**src/rtl/imem_loader_if.sv**
```systemverilog
// Byte-stream / IM-write-port bundle for the instruction-memory loader.
// The master is the byte source and controller. The slave is the loader.
interface imem_loader_if #(
  parameter int unsigned ADDR_W = 10
);
  logic              Start;
  logic [7:0]        ByteIn;
  logic              ByteValid;
  logic              ByteReady;
  logic              ImWe;
  logic [ADDR_W-1:0] ImWAdr;
  logic [31:0]       ImWData;
  logic              CpuHold;
  logic              Busy;
  logic              Done;
  logic              Err;

  modport master (
    output Start, ByteIn, ByteValid,
    input  ByteReady, ImWe, ImWAdr, ImWData, CpuHold, Busy, Done, Err
  );

  modport slave (
    input  Start, ByteIn, ByteValid,
    output ByteReady, ImWe, ImWAdr, ImWData, CpuHold, Busy, Done, Err
  );
endinterface

```
**src/rtl/imem_loader.sv**
```systemverilog
// Instruction-memory loader.
// It receives a framed byte stream: COUNT_HI, COUNT_LO, COUNT big-endian words, and an
// XOR checksum. It writes each word into the IM write port and holds the CPU in reset
// while a session is running or has failed.
module imem_loader #(
  parameter int unsigned ADDR_W      = 10,
  parameter int unsigned DEPTH       = 1024,
  parameter int unsigned TIMEOUT_CYC = 100000
) (
  input  logic          Clk,
  input  logic          Reset,
  imem_loader_if.slave  bus
);

  typedef enum logic [2:0] {
    S_IDLE, S_HDR_HI, S_HDR_LO, S_DATA, S_CHK, S_DONE, S_ERR
  } state_t;

  state_t            state_q, state_d;
  logic [15:0]       count_q, count_d;
  logic [ADDR_W:0]   widx_q,  widx_d;
  logic [1:0]        bidx_q,  bidx_d;
  logic [7:0]        csum_q,  csum_d;
  logic [31:0]       word_q,  word_d;
  logic [31:0]       tmo_q,   tmo_d;
  logic              we_q,    we_d;
  logic [ADDR_W-1:0] wadr_q,  wadr_d;
  logic [31:0]       wdata_q, wdata_d;

  logic        active;
  logic        accept;
  logic [15:0] cnt_new;
  logic        last_word;

  // Readiness is decoded from the state register only, so it never depends on ByteValid.
  assign active    = (state_q == S_HDR_HI) || (state_q == S_HDR_LO) ||
                     (state_q == S_DATA)   || (state_q == S_CHK);
  assign accept    = active && bus.ByteValid;
  assign cnt_new   = {count_q[15:8], bus.ByteIn};
  assign last_word = (32'(widx_q) == (32'(count_q) - 32'd1));

  assign bus.ByteReady = active;
  assign bus.Busy      = active;
  assign bus.Done      = (state_q == S_DONE);
  assign bus.Err       = (state_q == S_ERR);
  assign bus.CpuHold   = active || (state_q == S_ERR);
  assign bus.ImWe      = we_q;
  assign bus.ImWAdr    = wadr_q;
  assign bus.ImWData   = wdata_q;

  // Next-state logic for frame parsing, word assembly, checksum, and the idle timeout.
  always_comb begin
    state_d = state_q;
    count_d = count_q;
    widx_d  = widx_q;
    bidx_d  = bidx_q;
    csum_d  = csum_q;
    word_d  = word_q;
    tmo_d   = tmo_q;
    we_d    = 1'b0;
    wadr_d  = wadr_q;
    wdata_d = wdata_q;

    case (state_q)
      S_IDLE, S_DONE, S_ERR: begin
        if (bus.Start) begin
          state_d = S_HDR_HI;
          count_d = '0;
          widx_d  = '0;
          bidx_d  = '0;
          csum_d  = '0;
          tmo_d   = '0;
        end
      end
      S_HDR_HI: begin
        if (accept) begin
          count_d = {bus.ByteIn, 8'h00};
          csum_d  = csum_q ^ bus.ByteIn;
          state_d = S_HDR_LO;
        end
      end
      S_HDR_LO: begin
        if (accept) begin
          count_d = cnt_new;
          csum_d  = csum_q ^ bus.ByteIn;
          if (cnt_new == 16'd0)            state_d = S_CHK;
          else if (32'(cnt_new) > DEPTH)   state_d = S_ERR;
          else                             state_d = S_DATA;
        end
      end
      S_DATA: begin
        if (accept) begin
          csum_d = csum_q ^ bus.ByteIn;
          bidx_d = bidx_q + 2'd1;
          case (bidx_q)
            2'd0:    word_d[31:24] = bus.ByteIn;
            2'd1:    word_d[23:16] = bus.ByteIn;
            2'd2:    word_d[15:8]  = bus.ByteIn;
            default: begin
              word_d[7:0] = bus.ByteIn;
              we_d        = 1'b1;
              wadr_d      = widx_q[ADDR_W-1:0];
              wdata_d     = {word_q[31:8], bus.ByteIn};
              widx_d      = widx_q + 1'b1;
              if (last_word) state_d = S_CHK;
            end
          endcase
        end
      end
      S_CHK: begin
        if (accept) state_d = (bus.ByteIn == csum_q) ? S_DONE : S_ERR;
      end
      default: state_d = S_IDLE;
    endcase

    // Any accept restarts the idle count. A stall that reaches the limit aborts the session.
    if (active && (TIMEOUT_CYC != 0)) begin
      if (accept) begin
        tmo_d = '0;
      end else begin
        tmo_d = tmo_q + 32'd1;
        if (tmo_q == TIMEOUT_CYC - 1) state_d = S_ERR;
      end
    end
  end

  // State register. Reset clears everything, including any pending write strobe.
  always_ff @(posedge Clk or posedge Reset) begin
    if (Reset) begin
      state_q <= S_IDLE;
      count_q <= '0;
      widx_q  <= '0;
      bidx_q  <= '0;
      csum_q  <= '0;
      word_q  <= '0;
      tmo_q   <= '0;
      we_q    <= 1'b0;
      wadr_q  <= '0;
      wdata_q <= '0;
    end else begin
      state_q <= state_d;
      count_q <= count_d;
      widx_q  <= widx_d;
      bidx_q  <= bidx_d;
      csum_q  <= csum_d;
      word_q  <= word_d;
      tmo_q   <= tmo_d;
      we_q    <= we_d;
      wadr_q  <= wadr_d;
      wdata_q <= wdata_d;
    end
  end

endmodule

```
**src/flat_wrapper.sv**
```systemverilog
// flat-port wrapper written by rule: the top's interface ports become plain ports
module imem_loader_flat 
#(
  parameter int unsigned ADDR_W      = 10,
  parameter int unsigned DEPTH       = 1024,
  parameter int unsigned TIMEOUT_CYC = 100000
)
  (Clk, Reset, bus_Start, bus_ByteIn, bus_ByteValid, bus_ByteReady, bus_ImWe, bus_ImWAdr, bus_ImWData, bus_CpuHold, bus_Busy, bus_Done, bus_Err);
  imem_loader_if #(.ADDR_W(ADDR_W)) bus_i ();
  input  logic Clk;
  input  logic Reset;
  input wire logic [$bits(bus_i.Start)-1:0] bus_Start;
  input wire logic [$bits(bus_i.ByteIn)-1:0] bus_ByteIn;
  input wire logic [$bits(bus_i.ByteValid)-1:0] bus_ByteValid;
  output wire logic [$bits(bus_i.ByteReady)-1:0] bus_ByteReady;
  output wire logic [$bits(bus_i.ImWe)-1:0] bus_ImWe;
  output wire logic [$bits(bus_i.ImWAdr)-1:0] bus_ImWAdr;
  output wire logic [$bits(bus_i.ImWData)-1:0] bus_ImWData;
  output wire logic [$bits(bus_i.CpuHold)-1:0] bus_CpuHold;
  output wire logic [$bits(bus_i.Busy)-1:0] bus_Busy;
  output wire logic [$bits(bus_i.Done)-1:0] bus_Done;
  output wire logic [$bits(bus_i.Err)-1:0] bus_Err;
  assign bus_i.Start = bus_Start;
  assign bus_i.ByteIn = bus_ByteIn;
  assign bus_i.ByteValid = bus_ByteValid;
  assign bus_ByteReady = bus_i.ByteReady;
  assign bus_ImWe = bus_i.ImWe;
  assign bus_ImWAdr = bus_i.ImWAdr;
  assign bus_ImWData = bus_i.ImWData;
  assign bus_CpuHold = bus_i.CpuHold;
  assign bus_Busy = bus_i.Busy;
  assign bus_Done = bus_i.Done;
  assign bus_Err = bus_i.Err;
  imem_loader #(.ADDR_W(ADDR_W), .DEPTH(DEPTH), .TIMEOUT_CYC(TIMEOUT_CYC)) u_core (.Clk(Clk), .Reset(Reset), .bus(bus_i));
endmodule
```
**config.mk**
```make
export PLATFORM = sky130hd
export DESIGN_NAME = imem_loader_flat
export DESIGN_NICKNAME = d
export VERILOG_FILES = /design/src/rtl/imem_loader_if.sv /design/src/rtl/imem_loader.sv /design/src/flat_wrapper.sv
export SDC_FILE = /design/constraint.sdc
export NUM_CORES = 1
export LEC_CHECK = 0
export ABC_AREA = 0
export CORE_MARGIN = 3
export CORE_UTILIZATION = 40
export CTS_BUF_LIST = sky130_fd_sc_hd__clkbuf_16
export DETAILED_ROUTE_END_ITERATION = 16
export GPL_ROUTABILITY_DRIVEN = 0
export HOLD_SLACK_MARGIN = 0.08
export PLACE_DENSITY = 0.64
export SLEW_MARGIN = 40
export SYNTH_ARGS = -nofsm -noshare
export SYNTH_HDL_FRONTEND = slang
export SYNTH_SLANG_ARGS = --single-unit
```
**constraint.sdc**
```tcl
create_clock -name Clk -period 14.7 [get_ports Clk]
set_input_delay 3.675 -clock Clk [delete_from_list [all_inputs] [get_ports Clk]]
set_output_delay 3.675 -clock Clk [all_outputs]
set_load 0.02 [all_outputs]
```
==> results.md, run 1 <==
- Fmax: 0.163 GHz
- First-pass GRT wire length: 27,500 um
- Max FO, Critical Path: 18
- Max-cap check violation count: 0
- Slew margin rel.: 0.495
- Setup TNS: 0 ps
- Unrepaired setup endpoints after global routing: false
- Wl on met1: 8330 um
- Max Slew Vio Count: 0
- Avg Cell Area, Syn: 9.19 um2
- Layout area overhead: 20.3%
- Clock transition at path regs: 70 ps
- Post-route DRC: 0
- DR top layer: met4
- Final Hold Violating Endpoints: 0
- Minimum clock period after layout: 6150 ps
- H-tree levels: 4
- Fraction of layout cells with a size suffix above 1: 0.0995
- Setup bufs post-CTS: 0
- Final Total Pwr: 1.52 mW
- Hold buffers post-CTS: 0
- Hold Path Class: reg -> reg
- Startpoint Class: register
- Cell area power density: 182 nW/um2
- CTS tree: built
- Synthesized area: 6960 um2
- Iteration-0 DRC Markers: 467
- Worst Setup SP: u_core.state_q[0]
- Core Rows: 47
- WL/cell: 16.5 um
- Largest net degree at the start of global routing: 101
- Flops & latches, synth: 139
- Ys async rst share: 1.00
- Total number of vias: 5,664
- Sequential share of the synthesized area: 0.500
- Mapped Cells: 757
- Leakage power: 3.74 nW
- Clk pwr share: 0.297
- VDD IR max: 0.000105 V
- Crit path kind: reg -> out
- Cells on worst reg2reg path: 8
- Die area: 19,000 um2
- Hold Startpoint: u_core.word_q[30]
- Metal2 WL: 7700 um
- DRT Wirelength: 17,100 um
- Post-Syn Nets: 776
- Initial core utilization: 0.414
- Final worst path period share: 0.418
- Final setup vio count: 0
- Hpwl dp: 10,900 um
- Sw Pwr: 573 uW
- Clk sinks: 139
- Sequential power share: 0.364
- Netlist cell types: 60
- Status: finished clean
- Logic pwr share: 0.339
- Hold Path Stages: 2
- Drt pass-1 iters: 6
- Buffers on Ports: 59
- Via-to-Cell Ratio: 5.48
- Layout Skew: 18.2 ps
- Finished Layout Cells: 1,034
- CP arrival: 2480 ps
- I/O pins: 60
- CP endpoint kind: output pin
- Cts repair resizes: 0
- Horiz. Die Dim: 138 um
- GR Util All Layers: 0.184
- Die Y: 138 um
- Vias in the first global route: 5,178
- CTS root buf: clkbuf_16
- DR WL met3: 795 um
- R2r startpoint: u_core.count_q[0]
- Initial antenna violation count: 0
- Core area: 16,800 um2
- Clock Latency Late Sink: 440 ps
- Remaining global-route overflow: 0
- Num CTS Buffers: 17
- Clock buffer depth: 2
- Sw frac: 0.376
- Cells after DPL: 1,002
- Slew @ Worst Pin: 750 ps
- Antenna cells: 0
- Internal power: 950 uW
- Post-DRT Antenna Nets: 0
- Number of synthesized flops with an enable pin: 0
- Synth warn: 0
- Fin nets: 820
- Worst EP required: 11,020 ps
- Top FF cell, synth: dfrtp_1
## power by group through the flow
stage	registers [mW]	clock network [mW]	logic (mW)
2_1_floorplan	0.552	0	0.355
3_3_place_gp	0.558	0	0.505
3_5_place_dp	0.559	0	0.511
4_1_cts	0.554	0.459	0.514
5_1_grt	0.569	0.476	0.576
6_report	0.555	0.452	0.516
## final timing paths
kind                                     endpoint  slack (ps)
hold reg to reg            u_core.bus.ImWData[30]         460
max in group asynchronous        u_core.tmo_q[10]        9990
min in group asynchronous        u_core.tmo_q[26]        3740
setup / recovery                      bus_CpuHold        8550
setup reg to reg                u_core.state_q[0]       11800
hold / removal             u_core.bus.ImWData[30]         460
## metrics by stage
stage	setup slack, ps	util	area [um2]	hold slack, ps
6_report	8550	0.498	8370	460
5_1_grt	8340	0.498	8370	495
4_1_cts	8560	0.497	8360	462
3_5_place_dp	8230	0.460	7730	441
3_3_place_gp	8300	0.459	7730	442
2_1_floorplan	7300	-	6960	432
## logic make-up (layout without fill, tap and decap cells)
logic type	Yosys count	after routing	synth area share
mux	35	35	0.0550
compound gates	141	141	0.124
buf+inv	65	122	0.0374
flops	139	139	0.500
simple gates	338	338	0.231
xor+xnor	30	30	0.0378
fa+ha+maj	9	9	0.0155
## sequential cells by signal, summed over array words and instances, names as in the netlist
name                count
u_core.word_q          24
u_core.csum_q           8
u_core.bidx_q           2
u_core.bus.ImWAdr      10
u_core.widx_q          11
u_core.bus.ImWData     32
u_core.tmo_q           32
u_core.bus.ImWe         1
u_core.count_q         16
u_core.state_q          3
## synthesized netlist by cell type, types with 3 or more instances
master    count  area (um2)
o21a_1        3        22.5
and3_1        6        37.5
xnor2_1      15         131
a22o_1       10        87.6
nor3_1       19        95.1
o41ai_1       4        35.0
ha_1          7        87.6
a31oi_1       8        50.1
o21ai_0      68         340
o21ai_1       3        15.0
dfrtp_1     139        3480
nor4b_1       3        26.3
a21oi_1      19        95.1
clkbuf_1     40         150
nand3_1      25         125
a21o_1        3        22.5
or4_1         3        22.5
mux2i_1       9        90.1
xor2_1       15         131
nor4_1       14        87.6
mux2_2       26         293
o31ai_1       7        52.6
nand2_1     173         649
and2_1        9        56.3
nor2_1       36         135
or3_1         9        56.3
nand4_1      17         106
nor3b_1       4        30.0
and4_1        5        43.8
inv_1        21        78.8
## cells in the final DEF (no fill, tap or decap), drive strengths merged, types with 3 or more instances in the layout
cell type      instances
mux2i                  9
nand3                 25
or3                    9
a21o                   4
nor4                  16
ha                     7
and4                   5
nor3                  19
nor4b                  3
xor2                  15
and3                   6
xnor2                 15
nand4                 17
a22o                  10
mux2                  26
clkinv                 3
o21ai                 71
o21a                   3
nand2                173
a21oi                 19
inv                   30
o41ai                  4
o31ai                  7
nor3b                  4
buf                   10
nor2                  37
or4                    3
clkdlybuf4s50         59
and2                   9
a31oi                  8
dfrtp                139
clkbuf                17
## worst max-delay path: stages (launching register included)
cell,delay (ps)
dfrtp_1,590
nor3_1,600
o21ai_0,270
clkdlybuf4s50_1,590
## layout make-up
type	count	area [um2]
multi-input combinational	553	3240
timing repair buffer	69	666
inverter	21	86.3
tap	220	275
clock inverter	15	198
clock buffer	17	425
fill	1593	8450
sequential	139	3480
## per-layer routing
metal,vias to the layer above,GRT usage
li1,2735,-
met1,2754,0.283
met2,154,0.261
met3,21,0.0359
met4,0,0.0582
met5,-,0
Power figures use the tool's default switching activity.
==> inputs of run 2 (changes only) <==
Clock period 14.7 ns to 5.9 ns, I/O delays scaled along.
==> run 2 against run 1 <==
- clock power grew 150%
- power increased by 150%
- worst hold slack improved by 5.2 ps
- flip-flop and latch count is the same
- die area stayed put
- via count increased by 0.32%
- sequential share of layout area grew 0.056 points
- core utilization fell by 0.067 points
- design area decreased by 0.13%
- clock-buffer cell count stayed put
==> results.md, run 2 (same netlist as run 1, synthesis figures left out) <==
- Status: finished clean
- Internal power: 2.36 mW (+150%)
- I/O pins: 60 (unchanged)
- Drt pass-1 iters: 5 (-1)
- VDD IR max: 0.000249 V (+140%)
- Max-cap check violation count: 0 (unchanged)
- Clock Latency Late Sink: 430 ps (about the same)
- Fmax: 0.261 GHz
- Sequential power share: 0.365 (about the same)
- DRT Wirelength: 16,800 um (-1.7%)
- Reg2reg setup slack: 2890 ps (-8910 ps)
- Commonest non-fill, non-tap cell in the layout: nand2_1
- Final setup vio count: 0 (unchanged)
- Antenna cells: 0 (unchanged)
- Die Y: 138 um (unchanged)
- Hold buffers post-CTS: 0 (unchanged)
- Vias in the first global route: 5,277 (+1.9%)
- Clk sinks: 139 (unchanged)
- Horiz. Die Dim: 138 um (unchanged)
- Hpwl dp: 10,900 um (-0.50%)
- Setup bufs post-CTS: 0 (unchanged)
- Post-DRT Antenna Nets: 0 (unchanged)
- Fraction of layout cells with a size suffix above 1: 0.101 (+0.00123)
- Slew @ Worst Pin: 711 ps (-38.8 ps)
- CTS root buf: clkbuf_16
- Cts repair resizes: 0 (unchanged)
- Clk pwr share: 0.296 (about the same)
- WL/cell: 16.2 um (-1.7%)
- Sw frac: 0.375 (-0.000893)
- First-pass GRT wire length: 27,500 um (about the same)
- CP arrival: 2360 ps (-120 ps)
- Hold Path Class: reg -> reg
- Max FO, Critical Path: 18 (unchanged)
- Layout fillers: 1,605 (+0.75%)
- Clock buffer depth: 2 (unchanged)
- Clock transition at path regs: 60 ps (about the same)
- Max Slew Vio Count: 0 (unchanged)
- Sw Pwr: 1.42 mW (+150%)
- Via-to-Cell Ratio: 5.50 (+0.32%)
- Register area: 3480 um2 (unchanged)
- Final Hold Violating Endpoints: 0 (unchanged)
- Initial core utilization: 0.414 (unchanged)
- Cell Area, Placed: 7730 um2 (about the same)
- Die area: 19,000 um2 (unchanged)
- Remaining global-route overflow: 0 (unchanged)
- Post-route DRC: 0 (unchanged)
- Total number of vias: 5,682 (+0.32%)
- Leakage power: 3.73 nW (about the same)
- GR Util All Layers: 0.184 (-0.000247)
- Footprint of the multi-input gates: 3240 um2 (about the same)
- Layout area overhead: 20.2%
- Core Rows: 47 (unchanged)
- Slew margin rel.: 0.526 (+0.0304)
- Setup TNS: 0 ps (unchanged)
- Final worst path period share: 0.650
- Commonest non-fill, non-tap cells in the layout: 173 x nand2_1, 139 x dfrtp_1, 67 x o21ai_0
- Initial antenna violation count: 0 (unchanged)
- H-tree levels: 4 (unchanged)
- Buffers on Ports: 59 (unchanged)
- Cell area after layout: 8360 um2 (-0.13%)
- Unrepaired setup endpoints after global routing: false
- Startpoint Class: register
- CTS tree: built
- Iteration-0 DRC Markers: 479 (+2.6%)
- Largest net degree at the start of global routing: 81 (-20%)
- Minimum clock period after layout: 3840 ps
- Worst EP required: 4430 ps (-6590 ps)
- Num CTS Buffers: 17 (unchanged)
- CP endpoint kind: output pin
- Crit path kind: reg -> out
- Layout Skew: 9.65 ps (-8.52 ps)
- Cell area power density: 453 nW/um2 (+150%)
- Logic pwr share: 0.338 (about the same)
- Core area: 16,800 um2 (unchanged)
- Fin nets: 820 (unchanged)
==> run 2: final timing paths <==
kind,depth (start not counted),to,from
min,2,u_core.bus.ImWData[8],u_core.word_q[8]
max reg2reg,8,u_core.state_q[0],u_core.count_q[0]
max,3,bus_Done,u_core.state_q[0]
min in group asynchronous,2,u_core.tmo_q[0],Reset
max in group asynchronous,3,u_core.count_q[1],Reset
min reg2reg,2,u_core.bus.ImWData[8],u_core.word_q[8]
==> run 2: power by group through the flow <==
stage | registers [mW] | logic (mW) | clock network [mW]
floorplan | 1.38 | 0.885 | 0
global placement | 1.39 | 1.26 | 0
detailed placement | 1.39 | 1.27 | 0
CTS | 1.38 | 1.28 | 1.14
global route | 1.42 | 1.42 | 1.19
finish | 1.38 | 1.28 | 1.12
==> run 2: final cells by class <==
type / count / area share
inverters: 21 / 0.0100
clock buffers: 17 / 0.0509
repair buffers: 69 / 0.0796
clock inverters: 15 / 0.0224
flip-flops and latches: 139 / 0.416
well taps: 220 / 0.0329
multi-input cells: 553 / 0.388
==> run 2: per-stage QoR <==
| stage | total power, mW | std cells | utilization | setup slack [ps] | hold WS, ps |
|---|---|---|---|---|---|
| 6_report | 3.79 | 1034 | 0.497 | 2060 | 465 |
| 5_1_grt | 4.03 | 1034 | 0.497 | 1910 | 495 |
| 4_1_cts | 3.80 | 1034 | 0.496 | 2040 | 465 |
| 3_5_place_dp | 2.66 | 1002 | 0.460 | 1700 | 450 |
| 3_3_place_gp | 2.65 | 1002 | 0.459 | 1760 | 444 |
| 2_1_floorplan | 2.26 | 757 | - | 700 | 432 |
==> run 2: worst max-delay path, stage by stage (launching register included) <==
cell	delay, ps
dfrtp_1	690
inv_1	200
nor3_1	370
clkdlybuf4s50_1	670
==> run 2: metal layers <==
layer / global-route usage / wire length, um
met3: 0.0479 / 815
met5: 0 / 0
met4: 0.0499 / 260
met2: 0.263 / 7420
met1: 0.277 / 8270
==> inputs of run 3 (changes only) <==
Clock period 5.9 ns to 3.9 ns, I/O delays scaled along.
==> run 3 against run 2 <==
- sequential share of layout area is 0.53 points lower
- largest power group unchanged
- highest routed layer unchanged
- first-iteration DRC count decreased by 2.7%
- design area rose by 1.3%
- power grew 52%
- die area stayed put
- sequential power up 51%
- critical endpoint is now bus_CpuHold
- wire length up 3.5%
- flip-flop and latch count stayed put
- clock-buffer cell count did not move
==> results.md, run 3 (same netlist as run 1, synthesis figures left out) <==
- Slew margin rel.: 0.510 (-0.0153)
- Finished Layout Cells: 1,043 (+0.87%)
- Remaining global-route overflow: 0 (unchanged)
- Reg2reg setup slack: 1020 ps (-1870 ps)
- Iteration-0 DRC Markers: 466 (-2.7%)
- Worst Hold Path EP: u_core.bus.ImWData[14]
- Post-DRT Antenna Nets: 0 (unchanged)
- Startpoint Class: register
- Horiz. Die Dim: 138 um (unchanged)
- CP arrival: 2460 ps (+100 ps)
- First-pass GRT wire length: 28,900 um (+5.0%)
- Setup TNS: 0 ps (unchanged)
- DR WL met3: 720 um (-12%)
- Cell area after layout: 8470 um2 (+1.3%)
- Cts repair resizes: 0 (unchanged)
- Fmax: 0.291 GHz
- Sw Pwr: 2.19 mW (+54%)
- Max Slew Vio Count: 0 (unchanged)
- Core Rows: 47 (unchanged)
- DRT Wirelength: 17,400 um (+3.5%)
- Max FO, Critical Path: 18 (unchanged)
- Leakage power: 3.79 nW (+1.4%)
- Hold Path Class: reg -> reg
- Metal2 WL: 8050 um (+8.4%)
- Slew @ Worst Pin: 728 ps (+16.3 ps)
- Fin nets: 829 (+1.1%)
- Final core occ: 0.503 (+0.00640)
- Hpwl dp: 11,600 um (+6.7%)
- GR Util All Layers: 0.193 (+0.00923)
- Antenna cells: 0 (unchanged)
- Hold Path Stages: 2 (unchanged)
- Commonest non-fill, non-tap cells in the layout: 173 x nand2_1, 139 x dfrtp_1, 67 x o21ai_0
- DR top layer: met4
- CTS root buf: clkbuf_16
- Via-to-Cell Ratio: 5.49 (-0.13%)
- Logic pwr share: 0.344 (+0.006)
- Unrepaired setup endpoints after global routing: false
- Core area: 16,800 um2 (unchanged)
- CTS tree: built
- CP endpoint kind: output pin
- Initial antenna violation count: 0 (unchanged)
- Clock Latency Late Sink: 430 ps (about the same)
- Cells on worst reg2reg path: 8 (unchanged)
- Num CTS Buffers: 17 (unchanged)
- Hold buffers post-CTS: 0 (unchanged)
- Final worst path period share: 0.880
- Wl on met1: 8400 um (+1.6%)
- WL/cell: 16.6 um (+2.6%)
- Max-cap check violation count: 0 (unchanged)
- Fraction of layout cells with a size suffix above 1: 0.111 (+0.00983)
- Initial core utilization: 0.414 (unchanged)
- Cell area power density: 678 nW/um2 (+50%)
- Sequential power share: 0.364 (about the same)
- R2r startpoint: u_core.count_q[0]
- Status: finished clean
- Clk pwr share: 0.292 (-0.004)
- Vias in the first global route: 5,566 (+5.5%)
- Final Hold Violating Endpoints: 0 (unchanged)
- Commonest non-fill, non-tap cell in the layout: nand2_1
- Cell Area, Placed: 7840 um2 (+1.4%)
- Reg2reg end: u_core.state_q[0]
- I/O pins: 60 (unchanged)
- Minimum clock period after layout: 3430 ps
- VDD IR max: 0.000398 V (+60%)
- Worst slack at placement: 708 ps (-996 ps)
- Drt pass-1 iters: 5 (unchanged)
- Die area: 19,000 um2 (unchanged)
- PnR worst setup slack: 468 ps (-1600 ps)
- Clock buffer depth: 2 (unchanged)
- Largest net degree at the start of global routing: 48 (-41%)
- Die Y: 138 um (unchanged)
- Layout area overhead: 21.7%
- Cells after DPL: 1,011 (+0.90%)
- Internal power: 3.55 mW (+50%)
- Final setup vio count: 0 (unchanged)
- Worst EP required: 2920 ps (-1510 ps)
- Total number of vias: 5,724 (+0.74%)
- Post-route DRC: 0 (unchanged)
- Buffers on Ports: 59 (unchanged)
- H-tree levels: 4 (unchanged)
- Crit path kind: reg -> out
- Sw frac: 0.381 (+0.00547)
- Setup bufs post-CTS: 0 (unchanged)
- Clk sinks: 139 (unchanged)
- Hold Startpoint: u_core.word_q[14]
- Clock transition at path regs: 70 ps (about the same)
- Layout Skew: 10.8 ps (+1.14 ps)
[run 3: cell count changes in the layout (fill, tap and decap cells not counted)]
cell	before	now
nor4_2	2	3
nor4_1	14	13
inv_6	7	4
buf_4	10	16
clkinv_8	0	3
nor3_2	4	3
nor3_1	15	16
clkinv_4	0	1
bufinv_16	2	1
buf_12	0	3
[run 3: worst max path at each step]
stage / startpoint / end / slack, ps / cells after the start
2_1_floorplan: Reset / u_core.bidx_q[0] / 1190 / 1
3_3_place_gp: bus_ByteValid / u_core.tmo_q[10] / 740 / 6
3_5_place_dp: bus_ByteIn[6] / u_core.state_q[0] / 710 / 7
4_1_cts: u_core.state_q[0] / bus_CpuHold / 500 / 3
5_1_grt: u_core.state_q[0] / bus_CpuHold / 200 / 3
6_report: u_core.state_q[0] / bus_CpuHold / 470 / 3
[run 3: metrics by stage]
stage | hold slack (ps) | total power [mW]
after CTS | 465 | 5.77
after detailed placement | 448 | 4.06
after global routing | 491 | 6.12
after global placement | 441 | 4.04
after floorplan | 432 | 3.42
final | 466 | 5.74
[run 3: power by group through the flow]
| stage | clock network, mW | registers [mW] | logic (mW) |
|---|---|---|---|
| 2_1_floorplan | 0 | 2.08 | 1.34 |
| 3_3_place_gp | 0 | 2.09 | 1.94 |
| 3_5_place_dp | 0 | 2.10 | 1.97 |
| 4_1_cts | 1.71 | 2.08 | 1.98 |
| 5_1_grt | 1.77 | 2.14 | 2.20 |
| 6_report | 1.68 | 2.09 | 1.98 |
[run 3: final cells by class]
class | instances | area, um2
Clock inverter | 15 | 190
Inverter | 21 | 82.6
Sequential cell | 139 | 3480
Tap cell | 220 | 275
Clock buffer | 17 | 425
Fill cell | 1569 | 8350
Timing Repair Buffer | 78 | 771
Multi-Input combinational cell | 553 | 3250
[run 3: per-layer routing]
metal	vias to the layer above	global-route usage
met5	-	0
met4	0	0.0582
met3	15	0.0417
met2	125	0.286
met1	2816	0.285
li1	2768	-
[run 3: critical path, stage by stage (launching register included)]
cell	delay [ps]
dfrtp_1	590
nor3_1	620
o21ai_0	230
clkdlybuf4s50_1	590
